## src/rtl/input_conditioner_pkg.sv

```systemverilog
// ============================================================================
// input_conditioner_pkg: shared types and helpers for the input conditioner.
// Rev 1.0
// ============================================================================
`default_nettype none

package input_conditioner_pkg;

    typedef enum logic {
        STABLE   = 1'b0,
        COUNTING = 1'b1
    } deb_state_t;

    function automatic int cnt_width(input int n);
        return $clog2(n + 1);
    endfunction

endpackage

`default_nettype wire

```

## src/rtl/debounce_channel.sv

```systemverilog
// ============================================================================
// debounce_channel: one-bit synchronizer, debouncer and edge/event flag logic.
// Rev 1.0
// ============================================================================
`default_nettype none

module debounce_channel
    import input_conditioner_pkg::*;
#(
    parameter int   DEPTH           = 3,
    parameter int   DEBOUNCE_CYCLES = 16,
    parameter logic INVERT          = 1'b0,
    parameter logic RESET_VALUE     = 1'b0
) (
    input  logic clk_in,
    input  logic reset_n_in,
    input  logic signal_in,
    input  logic clear_in,
    output logic signal_out,
    output logic rise_out,
    output logic fall_out,
    output logic event_out
);

    localparam int             CNT_W    = cnt_width(DEBOUNCE_CYCLES);
    localparam logic [CNT_W-1:0] CNT_LAST = CNT_W'(DEBOUNCE_CYCLES - 1);

    logic [DEPTH-1:0] chain_q, chain_d;
    deb_state_t       state_q, state_d;
    logic [CNT_W-1:0] cnt_q, cnt_d;
    logic             level_q, level_d;
    logic             rise_q, rise_d;
    logic             fall_q, fall_d;
    logic             event_q, event_d;
    logic             sync;
    logic             accept;

    always_comb begin
        chain_d = {chain_q[DEPTH-2:0], signal_in};
        sync    = chain_q[DEPTH-1] ^ INVERT;
        state_d = state_q;
        cnt_d   = cnt_q;
        accept  = 1'b0;

        case (state_q)
            STABLE: begin
                if (sync != level_q) begin
                    if (DEBOUNCE_CYCLES == 1) begin
                        accept = 1'b1;
                    end else begin
                        state_d = COUNTING;
                        cnt_d   = CNT_W'(1);
                    end
                end
            end
            COUNTING: begin
                // Any sample matching the accepted level restarts the run.
                if (sync == level_q) begin
                    state_d = STABLE;
                    cnt_d   = '0;
                end else if (cnt_q == CNT_LAST) begin
                    accept = 1'b1;
                end else begin
                    cnt_d = cnt_q + CNT_W'(1);
                end
            end
            default: begin
                state_d = STABLE;
                cnt_d   = '0;
            end
        endcase

        if (accept) begin
            state_d = STABLE;
            cnt_d   = '0;
        end

        level_d = accept ? sync : level_q;
        rise_d  = accept & sync;
        fall_d  = accept & ~sync;
        // A new edge outranks a clear arriving on the same cycle.
        event_d = accept | (event_q & ~clear_in);
    end

    always_ff @(posedge clk_in or negedge reset_n_in) begin
        if (!reset_n_in) begin
            chain_q <= {DEPTH{RESET_VALUE}};
            state_q <= STABLE;
            cnt_q   <= '0;
            level_q <= RESET_VALUE;
            rise_q  <= 1'b0;
            fall_q  <= 1'b0;
            event_q <= 1'b0;
        end else begin
            chain_q <= chain_d;
            state_q <= state_d;
            cnt_q   <= cnt_d;
            level_q <= level_d;
            rise_q  <= rise_d;
            fall_q  <= fall_d;
            event_q <= event_d;
        end
    end

    assign signal_out = level_q;
    assign rise_out   = rise_q;
    assign fall_out   = fall_q;
    assign event_out  = event_q;

endmodule

`default_nettype wire

```

## src/rtl/input_conditioner.sv

```systemverilog
// ============================================================================
// input_conditioner: WIDTH independent synchronize/debounce/edge-detect lanes.
// Rev 1.0
// ============================================================================
`default_nettype none

module input_conditioner
    import input_conditioner_pkg::*;
#(
    parameter int               WIDTH           = 4,
    parameter int               DEPTH           = 3,
    parameter int               DEBOUNCE_CYCLES = 16,
    parameter logic [WIDTH-1:0] INVERT_MASK     = '0,
    parameter logic [WIDTH-1:0] RESET_VALUE     = '0
) (
    input  logic             clk_in,
    input  logic             reset_n_in,
    input  logic [WIDTH-1:0] signal_in,
    input  logic [WIDTH-1:0] clear_in,
    output logic [WIDTH-1:0] signal_out,
    output logic [WIDTH-1:0] rise_out,
    output logic [WIDTH-1:0] fall_out,
    output logic [WIDTH-1:0] event_out
);

    for (genvar i = 0; i < WIDTH; i++) begin : g_ch
        debounce_channel #(
            .DEPTH           (DEPTH),
            .DEBOUNCE_CYCLES (DEBOUNCE_CYCLES),
            .INVERT          (INVERT_MASK[i]),
            .RESET_VALUE     (RESET_VALUE[i])
        ) u_chan (
            .clk_in     (clk_in),
            .reset_n_in (reset_n_in),
            .signal_in  (signal_in[i]),
            .clear_in   (clear_in[i]),
            .signal_out (signal_out[i]),
            .rise_out   (rise_out[i]),
            .fall_out   (fall_out[i]),
            .event_out  (event_out[i])
        );
    end

endmodule

`default_nettype wire
```

## config.mk

```make
export PLATFORM = sky130hd
export DESIGN_NAME = input_conditioner
export DESIGN_NICKNAME = d
export VERILOG_FILES = /design/src/rtl/input_conditioner_pkg.sv /design/src/rtl/debounce_channel.sv /design/src/rtl/input_conditioner.sv
export SDC_FILE = /design/constraint.sdc
export NUM_CORES = 1
export LEC_CHECK = 0
export ABC_AREA = 1
export CORE_AREA = 3 3 72 74
export DETAILED_ROUTE_END_ITERATION = 7
export DIE_AREA = 0 0 75 77
export PLACE_DENSITY_LB_ADDON = 0.05
export SLEW_MARGIN = 15
export SYNTH_ARGS = -nofsm -noshare
export SYNTH_HDL_FRONTEND = slang
export SYNTH_HIERARCHICAL = 1
export SYNTH_SLANG_ARGS = --single-unit
```

## constraint.sdc

```tcl
create_clock -name clk_in -period 1.71 [get_ports clk_in]
set_input_delay 0.342 -clock clk_in [delete_from_list [all_inputs] [get_ports clk_in]]
set_output_delay 0.342 -clock clk_in [all_outputs]
set_load 0.02 [all_outputs]
```

==> results of run 1 <==
## how the worst max path moves through the flow
stage                                                  endpoint  slack (ns)  depth (start not counted)
after CTS                                         signal_out[2]       0.004                          1
after global placement    g_ch[1].u_chan/signal_out$_DFFE_PN0P_        0.22                          8
after global routing        g_ch[0].u_chan/cnt_q[3]$_DFFE_PN0P_     0.00005                          7
after detailed placement    g_ch[2].u_chan/cnt_q[3]$_DFFE_PN0P_        0.20                          7
after floorplan           g_ch[1].u_chan/signal_out$_DFFE_PN0P_        0.37                          8
final                                              event_out[1]        0.10                          1
## stage by stage
step           std cells  util [%]
5_1_grt              337      59.3
2_1_floorplan        247         -
4_1_cts              337      59.2
3_3_place_gp         328      56.7
6_report             337      59.3
3_5_place_dp         328      56.7
## sequential cells by signal, indices dropped and copies added, names as in the netlist
register	flops
g_ch.u_chan/event_out	4
g_ch.u_chan/chain_q	12
g_ch.u_chan/fall_out	4
g_ch.u_chan/state_q	4
g_ch.u_chan/rise_out	4
g_ch.u_chan/signal_out	4
g_ch.u_chan/cnt_q	20
## placed cells by master (no fill, tap or decap), types with 2 or more instances in the layout
master and instances:
nand3_1 20, nor2_4 4, nand2_4 4, dlygate4sd2_1 2
nand3b_1 3, nand4_1 4, nand2_1 60, nor2_1 13
inv_2 8, nor3_2 3, nand2_2 5, dlymetal6s2s_1 2
o31ai_1 3, inv_1 35, clkbuf_8 5, clkdlybuf4s50_1 20
o21ai_0 15, o21ai_1 6, dfrtp_1 52, ha_1 8
## Yosys cell counts, drive strengths merged
cell / n / area share (%)
nand2: 69 / 13
dfrtp: 52 / 56
inv: 43 / 7.0
o21ai: 21 / 4.6
nand3: 20 / 4.3
nor2: 18 / 4.3
ha: 8 / 4.3
nand4: 4 / 1.1
nor3: 4 / 2.0
nand3b: 3 / 0.98
o31ai: 3 / 0.98
a21oi: 1 / 0.38
xor2: 1 / 0.38
## metal layers
layer  track usage, %  wire length (um)  up-vias
met5                0                 0        -
met4             4.80                57        0
met1             20.7              1770      741
met3             4.33               164        5
li1                 -                 -      851
met2             22.7              1760       31
## cells by family after synthesis
kind of cell             share of synthesized area, %
buffers and inverters                            7.01
AO/OA/AOI/OAI                                    5.92
flip-flops                                       56.5
adder cells (fa/ha/maj)                          4.35
AND/OR/NAND/NOR                                  25.9
XOR/XNOR                                        0.380
## where the power goes
group | leakage [nW] | switching (W) | internal, W
Sequential | 0.675 | 0.0000522 | 0.00128
Combinational | 0.664 | 0.000101 | 0.0000747
Clock | 0.0552 | 0.000385 | 0.000435
Total | 1.39 | 0.000537 | 0.00179
## worst register-to-register path, cell delays in order, from the launching register on
cell and delay [ns]:
dfrtp_1 0.41, ha_1 0.18, nand2_1 0.07, nor2_1 0.12, ha_1 0.23, inv_1 0.09, o21ai_1 0.21, o21ai_0 0.12
## cell type report
cell class / count / area (um^2) / share of cell area [%]
Multi-Input combinational cell: 152 / 841 / 30.4
Clock buffer: 6 / 72.6 / 2.63
Sequential cell: 52 / 1300 / 47.1
Timing Repair Buffer: 28 / 285 / 10.3
Tap cell: 54 / 67.6 / 2.44
Clock inverter: 2 / 35.0 / 1.27
Inverter: 43 / 161 / 5.84
## timing repair
action | in CTS | in global routing
pin swaps | 0 | 0
hold buffers | 1 | 0
gates resized for setup | 2 | 2
endpoints found under the setup margin | 2 | 2
endpoints found under the hold margin | 14 | 0
==> results.json, run 1 <==
{
  "outcome": "finished clean",
  "postCtsSetupRepairBufs": 0,
  "cp-start-kind": "flop",
  "cp.arrival_ns": 1.26,
  "drt_iter0_drc": 96,
  "clockRootBuffer": "clkbuf_8",
  "final_hold_viol_count": 0,
  "hold_start": "g_ch[2].u_chan/chain_q[1]$_DFF_PN0_",
  "die-area_um2": 5780,
  "synth_warnings": 6,
  "cp_max_fo": 2,
  "p_leak_nw": 1.39,
  "place_congestion": 0.807,
  "pre_cts_slack_ns": 0.199,
  "fin_area_um2": 2760,
  "reg2reg_slack_ns": 0.17,
  "synth_seq_cells": 52,
  "drive_gt1_share_pct": 13.1,
  "synth_nets": 265,
  "nFillCells": 403,
  "rr_startpoint": "g_ch[0].u_chan/cnt_q[0]$_DFFE_PN0P_",
  "peakVddDrop_v": 0.000765,
  "n_antenna_cell": 0,
  "wirelength_um": 3740,
  "clkTransAtPathRegs_ns": 0.09,
  "period_share_pct": 93.9,
  "die_h_um": 77,
  "cp-end-kind": "primary output",
  "finClkSkew_ns": 0.00461,
  "start_util_pct": 49.4,
  "drtAntennaViolNets": 0,
  "remaining_drc_errors": 0,
  "core_area_um2": 4660,
  "critPathMaxStageDelay_ns": 0.61,
  "vias_per_cell": 4.83,
  "row_count": 25,
  "setup_slack_ns": 0.104,
  "r2r_cells": 7,
  "slew_headroom_pct": 75.2,
  "path_buf_inv": 1,
  "synthCells": 247,
  "critPathKind": "flop to primary output",
  "area_growth_pct": 20.0,
  "synth_cell_types": 20,
  "numCtsBuffers": 5,
  "crit_chain": "clkdlybuf4s50_1",
  "dpl_cell_area_um2": 2640,
  "insertion_delay_ns": 0.30,
  "finalSetupViolCount": 0,
  "syn_area_per_cell_um2": 9.33,
  "boundaryPins": 26,
  "clock.fmax_mhz": 623,
  "critPathLaunch": "g_ch[1].u_chan/event_out$_DFF_PN0_",
  "numPortBuffers": 25,
  "r2r_end": "g_ch[0].u_chan/cnt_q[3]$_DFFE_PN0P_",
  "cts_tree": "yes",
  "critPathSlowestCell": "clkdlybuf4s50_1",
  "first_pass_iters": 4,
  "power_w": 0.00233,
  "cap_violations": 0,
  "grt-ovfl-total": 0,
  "grt_max_degree": 24,
  "synth_area_um2": 2300,
  "grt_pass1_vias": 1512,
  "critPathTopFamily": "buffers and inverters",
  "yosysSeqAreaShare_pct": 56.5,
  "period_needed_ns": 1.61,
  "timing.hold.ws_ns": 0.353,
  "p_per_area_nw_per_um2": 842,
  "holdPathStages": 0,
  "grt_first_pass_wirelength_um": 6690,
  "rsz0062_at_grt": "no",
  "track_usage_pct": 15.1,
  "num_vias": 1628,
  "htree_num_levels": 2,
  "fp.dieW_um": 75,
  "antenna_found_initial": 0,
  "wl_per_cell_um": 11.1,
  "tns_ns": 0,
  "hp-class": "flop to flop",
  "cts.path.max_buffers": 2,
  "drv_slew": 0,
  "place_hpwl_um": 2800,
  "required_ns": 1.37,
  "cts_sinks": 52,
  "tightest_slew_ns": 0.373,
  "worstHoldEndpoint": "g_ch[2].u_chan/chain_q[2]$_DFF_PN0_",
  "num-nets-final": 300
}
Note: power is estimated with default switching activity, not from simulation.
==> run 2, diff against run 1 <==
==> constraint.sdc (replaced) <==
create_clock -name clk_in -period 2 [get_ports clk_in]
set_input_delay 0.4 -clock clk_in [delete_from_list [all_inputs] [get_ports clk_in]]
set_output_delay 0.4 -clock clk_in [all_outputs]
set_load 0.02 [all_outputs]
==> results.json, run 2 (same netlist as run 1, synthesis figures left out) <==
{
  "die_h_um": 77,
  "num-nets-final": 298,
  "clkTransAtPathRegs_ns": 0.09,
  "dpl_cell_area_um2": 2640,
  "slew_headroom_pct": 82.4,
  "cts_tree": "yes",
  "rr_startpoint": "g_ch[1].u_chan/cnt_q[0]$_DFFE_PN0P_",
  "setup_slack_ns": 0.248,
  "pre_cts_slack_ns": 0.487,
  "tns_ns": 0,
  "drt_iter0_drc": 115,
  "required_ns": 1.60,
  "place_congestion": 0.812,
  "period_needed_ns": 1.75,
  "largest-register": "g_ch.u_chan/cnt_q",
  "critPathSlowestCell": "clkdlybuf4s50_1",
  "place_hpwl_um": 2670,
  "critPathLaunch": "g_ch[2].u_chan/signal_out$_DFFE_PN0P_",
  "grt_max_degree": 53,
  "cts_sinks": 52,
  "p_leak_nw": 1.33,
  "start_util_pct": 49.4,
  "n_antenna_cell": 0,
  "first_pass_iters": 6,
  "cap_violations": 0,
  "most-common-layout-cells": "nand2_1 (60), dfrtp_1 (52), inv_1 (35)",
  "cts_resized": 0,
  "postCtsSetupRepairBufs": 0,
  "area_growth_pct": 18.5,
  "antenna_found_initial": 0,
  "clockRootBuffer": "clkbuf_8",
  "peakVddDrop_v": 0.000380,
  "drv_slew": 0,
  "wl_per_cell_um": 11.2,
  "numPortBuffers": 25,
  "cts.path.max_buffers": 2,
  "p_per_area_nw_per_um2": 696,
  "place_inst": 327,
  "hp-class": "input pin to async pin",
  "final_hold_viol_count": 0,
  "die-area_um2": 5780,
  "row_count": 25,
  "largest_reg_flops": 20,
  "track_usage_pct": 14.9,
  "critPathKind": "flop to primary output",
  "numCtsBuffers": 5,
  "wirelength_um": 3740,
  "critPathTopFamily": "buffers and inverters",
  "boundaryPins": 26,
  "grt-ovfl-total": 0,
  "layout_commonest_cell": "nand2_1",
  "num_vias": 1654,
  "rsz0062_at_grt": "no",
  "cp.arrival_ns": 1.35,
  "cp_max_fo": 5,
  "fin_area_um2": 2730,
  "path_buf_inv": 1,
  "top_regs": "g_ch.u_chan/cnt_q: 20 flops, g_ch.u_chan/chain_q: 12 flops",
  "crit_chain": "clkdlybuf4s50_1",
  "grt_pass1_vias": 1556,
  "finalSetupViolCount": 0,
  "vias_per_cell": 4.94,
  "cp-start-kind": "flop",
  "critPathMaxStageDelay_ns": 0.63,
  "period_share_pct": 87.6,
  "cp-end-kind": "primary output",
  "tightest_slew_ns": 0.264,
  "htree_num_levels": 2,
  "drive_gt1_share_pct": 12.8,
  "drtAntennaViolNets": 0,
  "fp.dieW_um": 75,
  "remaining_drc_errors": 0,
  "core_area_um2": 4660,
  "outcome": "finished clean",
  "power_w": 0.00190,
  "grt_first_pass_wirelength_um": 6690,
  "finClkSkew_ns": 0.00332,
  "clock.fmax_mhz": 571,
  "insertion_delay_ns": 0.30,
  "layout.cells.non_filler": 335,
  "hold_buffers": 0
}
-- run 2: cell types whose count changed in the layout (fill, tap and decap cells not counted) --
cell,before,now
dlygate4sd2_1,2,0
buf_4,1,0
dlygate4sd3_1,1,0
bufinv_16,1,0
clkbuf_8,5,6
dlymetal6s2s_1,2,0
clkinv_2,1,0
clkinvlp_4,0,1
clkdlybuf4s50_1,20,24
-- run 2: routing by layer --
metal | global-route usage [%] | vias up | routed length [um]
met4 | 5.87 | 0 | 67
met1 | 19.4 | 773 | 1800
met2 | 23.3 | 36 | 1730
li1 | - | 839 | -
met3 | 3.67 | 6 | 141
met5 | 0 | - | 0
-- run 2: area by class of cell --
class,count,area [um^2]
Fill cell,395,1930
Sequential cell,52,1300
Multi-Input combinational cell,152,841
Timing Repair Buffer,26,265
Inverter,43,161
Clock buffer,7,86.3
Tap cell,54,67.6
Clock inverter,1,7.51
-- run 2: per-stage QoR --
| stage | hold slack, ns | utilization (%) |
|---|---|---|
| after floorplan | 0.104 | - |
| after global placement | 0.332 | 56.6 |
| after detailed placement | 0.335 | 56.6 |
| after CTS | 0.0766 | 58.6 |
| after global routing | 0.0755 | 58.6 |
| final | 0.0683 | 58.6 |
-- run 2: report_power, final --
part	switching, W	internal [W]
logic	0.0000865	0.0000619
registers	0.0000453	0.00109
clock network	0.000330	0.000282
total	0.000461	0.00144
-- run 2: final timing paths --
| check | slack, ns | endpoint | cells past startpoint |
|---|---|---|---|
| worst min register to register | 0.35 | g_ch[1].u_chan/chain_q[1]$_DFF_PN0_ | 0 |
| min in group clk_in | 0.35 | g_ch[1].u_chan/chain_q[1]$_DFF_PN0_ | 0 |
| worst min-delay path | 0.07 | g_ch[1].u_chan/fall_out$_DFF_PN0_ | 2 |
| worst max-delay path | 0.25 | signal_out[2] | 1 |
| worst max register to register | 0.47 | g_ch[1].u_chan/signal_out$_DFFE_PN0P_ | 8 |
| max in group asynchronous | 1.71 | g_ch[2].u_chan/fall_out$_DFF_PN0_ | 2 |
